`src/rtl/mcycle_pkg.sv`:
```
// Shared types for the MCycle multiply/divide controller, datapath and bench.
package mcycle_pkg;

    typedef enum logic [2:0] {
        IDLE,
        LOAD,
        ITER,
        FIXUP,
        DONE
    } stateT;

    localparam logic [1:0] OP_SMUL = 2'b00;
    localparam logic [1:0] OP_UMUL = 2'b01;
    localparam logic [1:0] OP_SDIV = 2'b10;
    localparam logic [1:0] OP_UDIV = 2'b11;

    // Division remainder takes the dividend's sign, so a negative
    // dividend alone still needs the fix-up cycle.
    function automatic logic fixNeeded(
        input logic isDiv,
        input logic neg1,
        input logic neg2
    );
        return isDiv ? ((neg1 ^ neg2) | neg1) : (neg1 ^ neg2);
    endfunction

endpackage

```
`src/rtl/mcycle_step_counter.sv`:
```
// Iteration counter for the MCycle controller.
// Flags the terminal step at WIDTH-1.
module mcycle_step_counter #(
    parameter int WIDTH = 32,
    parameter int CNT_W = $clog2(WIDTH)
) (
    input  logic             clk,
    input  logic             rstN,
    input  logic             clr,
    input  logic             en,
    output logic [CNT_W-1:0] count,
    output logic             last
);

    always_ff @(posedge clk or negedge rstN) begin
        if (!rstN) begin
            count <= '0;
        end else if (clr) begin
            count <= '0;
        end else if (en) begin
            count <= count + CNT_W'(1);
        end
    end

    assign last = (count == CNT_W'(WIDTH - 1));

endmodule

```
`src/rtl/mcycle_ctrl.sv`:
```
// Sequencer for the iterative multiply/divide datapath.
// Issues load, step and sign fix-up strobes; Busy stalls the pipeline.
module mcycle_ctrl
    import mcycle_pkg::*;
#(
    parameter int WIDTH = 32,
    parameter int CNT_W = $clog2(WIDTH)
) (
    input  logic             CLK,
    input  logic             RESETn,
    input  logic             Start,
    input  logic [1:0]       MCycleOp,
    input  logic             Sign1,
    input  logic             Sign2,
    input  logic             DivByZero,
    output logic             Busy,
    output logic             LoadOps,
    output logic             NegOp1,
    output logic             NegOp2,
    output logic             StepEn,
    output logic             IsDiv,
    output logic [CNT_W-1:0] Count,
    output logic             NegProd,
    output logic             NegQuot,
    output logic             NegRem,
    output logic             Done,
    output logic             DivZero
);

    stateT state;
    stateT nextState;

    logic isDivQ;
    logic neg1Q;
    logic neg2Q;
    logic dbzQ;
    logic cntClr;
    logic cntEn;
    logic cntLast;
    logic divZeroOp;

    assign divZeroOp = isDivQ & dbzQ;

    always_ff @(posedge CLK or negedge RESETn) begin
        if (!RESETn) begin
            state  <= IDLE;
            isDivQ <= 1'b0;
            neg1Q  <= 1'b0;
            neg2Q  <= 1'b0;
            dbzQ   <= 1'b0;
        end else begin
            state <= nextState;
            // Operands are only sampled with the accepted Start.
            if (state == IDLE && Start) begin
                isDivQ <= MCycleOp[1];
                neg1Q  <= ~MCycleOp[0] & Sign1;
                neg2Q  <= ~MCycleOp[0] & Sign2;
                dbzQ   <= DivByZero;
            end
        end
    end

    mcycle_step_counter #(
        .WIDTH(WIDTH),
        .CNT_W(CNT_W)
    ) uCounter (
        .clk  (CLK),
        .rstN (RESETn),
        .clr  (cntClr),
        .en   (cntEn),
        .count(Count),
        .last (cntLast)
    );

    always_comb begin
        nextState = state;
        Busy      = 1'b0;
        LoadOps   = 1'b0;
        NegOp1    = 1'b0;
        NegOp2    = 1'b0;
        StepEn    = 1'b0;
        IsDiv     = 1'b0;
        NegProd   = 1'b0;
        NegQuot   = 1'b0;
        NegRem    = 1'b0;
        Done      = 1'b0;
        DivZero   = 1'b0;
        cntClr    = 1'b0;
        cntEn     = 1'b0;
        unique case (state)
            IDLE: begin
                Busy = Start;
                if (Start) nextState = LOAD;
            end
            LOAD: begin
                Busy    = 1'b1;
                LoadOps = 1'b1;
                NegOp1  = neg1Q;
                NegOp2  = neg2Q;
                cntClr  = 1'b1;
                nextState = divZeroOp ? DONE : ITER;
            end
            ITER: begin
                Busy   = 1'b1;
                StepEn = 1'b1;
                IsDiv  = isDivQ;
                cntEn  = 1'b1;
                if (cntLast) begin
                    nextState = fixNeeded(isDivQ, neg1Q, neg2Q)
                              ? FIXUP : DONE;
                end
            end
            FIXUP: begin
                Busy    = 1'b1;
                NegProd = ~isDivQ & (neg1Q ^ neg2Q);
                NegQuot = isDivQ & (neg1Q ^ neg2Q);
                NegRem  = isDivQ & neg1Q;
                nextState = DONE;
            end
            DONE: begin
                Done      = 1'b1;
                DivZero   = divZeroOp;
                nextState = IDLE;
            end
            default: nextState = IDLE;
        endcase
    end

endmodule

```
`config.mk`:
```
export PLATFORM = sky130hd
export DESIGN_NAME = mcycle_ctrl
export DESIGN_NICKNAME = d
export VERILOG_FILES = /design/src/rtl/mcycle_pkg.sv /design/src/rtl/mcycle_step_counter.sv /design/src/rtl/mcycle_ctrl.sv
export SDC_FILE = /design/constraint.sdc
export NUM_CORES = 1
export LEC_CHECK = 0
export CAP_MARGIN = 0
export CELL_PAD_IN_SITES_DETAIL_PLACEMENT = 1
export CELL_PAD_IN_SITES_GLOBAL_PLACEMENT = 2
export CORE_MARGIN = 4
export CORE_UTILIZATION = 26
export CTS_CLUSTER_DIAMETER = 150
export CTS_CLUSTER_SIZE = 12
export DETAILED_ROUTE_END_ITERATION = 16
export PLACE_DENSITY_LB_ADDON = 0.1
export SLEW_MARGIN = 20
export SYNTH_ARGS = -nofsm -noshare
export SYNTH_HDL_FRONTEND = slang
export SYNTH_SLANG_ARGS = --single-unit
```
`constraint.sdc`:
```
create_clock -name CLK -period 2.1 [get_ports CLK]
set_clock_uncertainty 0.15 [all_clocks]
set_input_delay 0.315 -clock CLK [delete_from_list [all_inputs] [get_ports CLK]]
set_output_delay 0.315 -clock CLK [all_outputs]
set_load 0.02 [all_outputs]
```
==> reports/results.ini <==
[outcome]
status=finished, final reports clean

[detailed_routing]
detail_route.iter0.violations=5
antenna_left=0
wl_per_cell_um=14.7
via_per_inst=4.77
vias=606
dr.pass1.iters=2
drc=0
postRouteWirelength_um=1870

[logic_synthesis]
yosysWarningCount=0
synth_area_um2=678
yosys-top-cells-area=dfrtp_1 (44%), ha_1 (5.5%), a22o_1 (5.2%)
synth_edf_count=0
syn-num-nets=72
synth_top_area_cell=dfrtp_1
syn_area_per_cell_um2=11.1
synthCells=61
ys_seq_area_share_pct=44.3
yosysMostFrequentCell=dfrtp_1
synth_seq_cells=12
async_flop_share_pct=100
yosys_most_used_dff=dfrtp_1
yosys-top-cells-count=dfrtp_1 (12), nand2b_1 (5), a22o_1 (4), nor3_1 (4)
yosysTopAreaCellShare_pct=44.3
synth_cell_types=28

[placement]
port_buffers=23
routabilityCongestion=0.714
placed_area_um2=1020
dp.final_hpwl_um=1530

[worst_setup_path]
crit_type=flop to output port
start_kind=flop
required_ns=1.63
arrival_ns=1.54
end_kind=output port
cp_max_fo=5

[floorplanning]
die-area_um2=3490
fp.coreArea_um2=2480
die_w_um=59.1
die_y_um=59.1
rows=18
start_util_pct=27.4
io-pin-count=24

[layout]
nets=109
num_antenna_cells=0
n_fill_cell=294
area_growth_pct=52.8
fin_area_um2=1040
drive_above_1_share_pct=25.8

[power_and_ir_drop]
powerDensity_nw_per_um2=1380
leakagePower_uw=0.000503
ir_worst_vdd_uv=594

[sta]
fin_tns_setup_ns=0
period_needed_ns=2.00
period_share_pct=95.4
setup_viol_count_final=0
slew-limit-headroom_pct=62.4
rsz0062_at_grt=false
drv_slew=0
worstMarginPinSlew_ns=0.563
max_freq_ghz=0.499
holdWs_ns=0.249
hold_viol=0

[global_route]
grt_max_degree=13
grt_first_pass_wirelength_um=3220
track_usage_pct=12.1
overflow=0
first_global_vias=676
antenna_found_initial=0

[clocking]
htreeDepth=1
ctsLongestPathBuffers=2
clk_latency_ns=0.27
cts.sinks=12
numCtsBuffers=3
cts-root-buf=clkbuf_4
clk_pin_slew_ns=0.08
cts_tree=built

[min_path]
holdCritPathClass=input port to async pin

[flow_run]
drv_cap=0

## metrics by stage
stage / setup WS (ns) / total power [µW] / cells / util, %
floorplan: 0.180 / 880 / 61 / -
global placement: 0.0499 / 1270 / 123 / 41.0
detailed placement: 0.0389 / 1290 / 123 / 41.0
CTS: 0.00200 / 1450 / 127 / 42.2
global route: 0.0162 / 1540 / 127 / 41.8
finish: 0.0964 / 1430 / 127 / 41.8
## state kept, by name, summed over array words and instances, names as in the netlist
name and cells:
uCounter.count 5, state 3, dbzQ 1, isDivQ 1
neg1Q 1, neg2Q 1
## what timing repair did
item	4_1_cts	5_1_grt
setup endpoints to repair	10	5
hold endpoints to repair	0	0
resized for setup	13	8
setup buffers	0	0
gates cloned	0	0
hold buffers	0	0
## where the power goes
group	total (µW)	leakage, µW	switching [µW]	internal, µW
clock	188	0.0000210	82.9	105
combinational	832	0.000327	428	404
sequential	405	0.000155	81.5	324
total	1430	0.000503	592	833
## cell type report
class / count / area [µm²] / area share [%]
well taps: 30 / 37.5 / 3.62
repair buffers: 33 / 282 / 27.2
multi-input cells: 44 / 360 / 34.8
flip-flops and latches: 12 / 300 / 29.0
clock buffers: 4 / 36.3 / 3.50
inverters: 4 / 20.0 / 1.93
## critical path: stages, from the launching register on
cell and delay [ns]:
dfrtp_1 0.39, buf_4 0.16, nor2b_2 0.19, and4_1 0.20, dlygate4sd2_1 0.33
## worst paths after layout
kind,from,endpoint,slack (ns),cells after the start
max in group asynchronous,RESETn,uCounter.count[4]$_DFFE_PN0P_,1.18,1
max reg2reg,state[2]$_DFFE_PN0P_,uCounter.count[0]$_DFFE_PN0P_,0.49,5
max,state[0]$_DFFE_PN0P_,NegQuot,0.1,4
min,RESETn,dbzQ$_DFFE_PN0P_,0.25,1
min in group CLK,dbzQ$_DFFE_PN0P_,dbzQ$_DFFE_PN0P_,0.38,1
min reg2reg,dbzQ$_DFFE_PN0P_,dbzQ$_DFFE_PN0P_,0.38,1
## per-layer routing
layer  wire length, µm  GRT usage, %  part of all wire (%)
met4                14          4.85                  0.75
met3                85          2.40                   4.5
met1               867          15.6                    46
met2               904          19.9                    48
met5                 0             0                     0
## cell families after synthesis
| family | after synthesis | share of synthesized area, % |
|---|---|---|
| fa+ha+maj | 3 | 5.54 |
| xor+xnor | 1 | 1.29 |
| buf+inv | 5 | 3.69 |
| simple gates | 25 | 27.1 |
| flops | 12 | 44.3 |
| mux | 3 | 5.53 |
| compound gates | 12 | 12.5 |
## layout by cell type, fill, tap and decap left out, types with 4 or more instances in the layout
cell type and count:
dfrtp_1 12, clkdlybuf4s50_1 12, buf_4 10, dlygate4sd2_1 7
nand2b_1 5, nor3_1 4, a22o_1 4
Note: power is estimated with default switching activity, not from simulation.
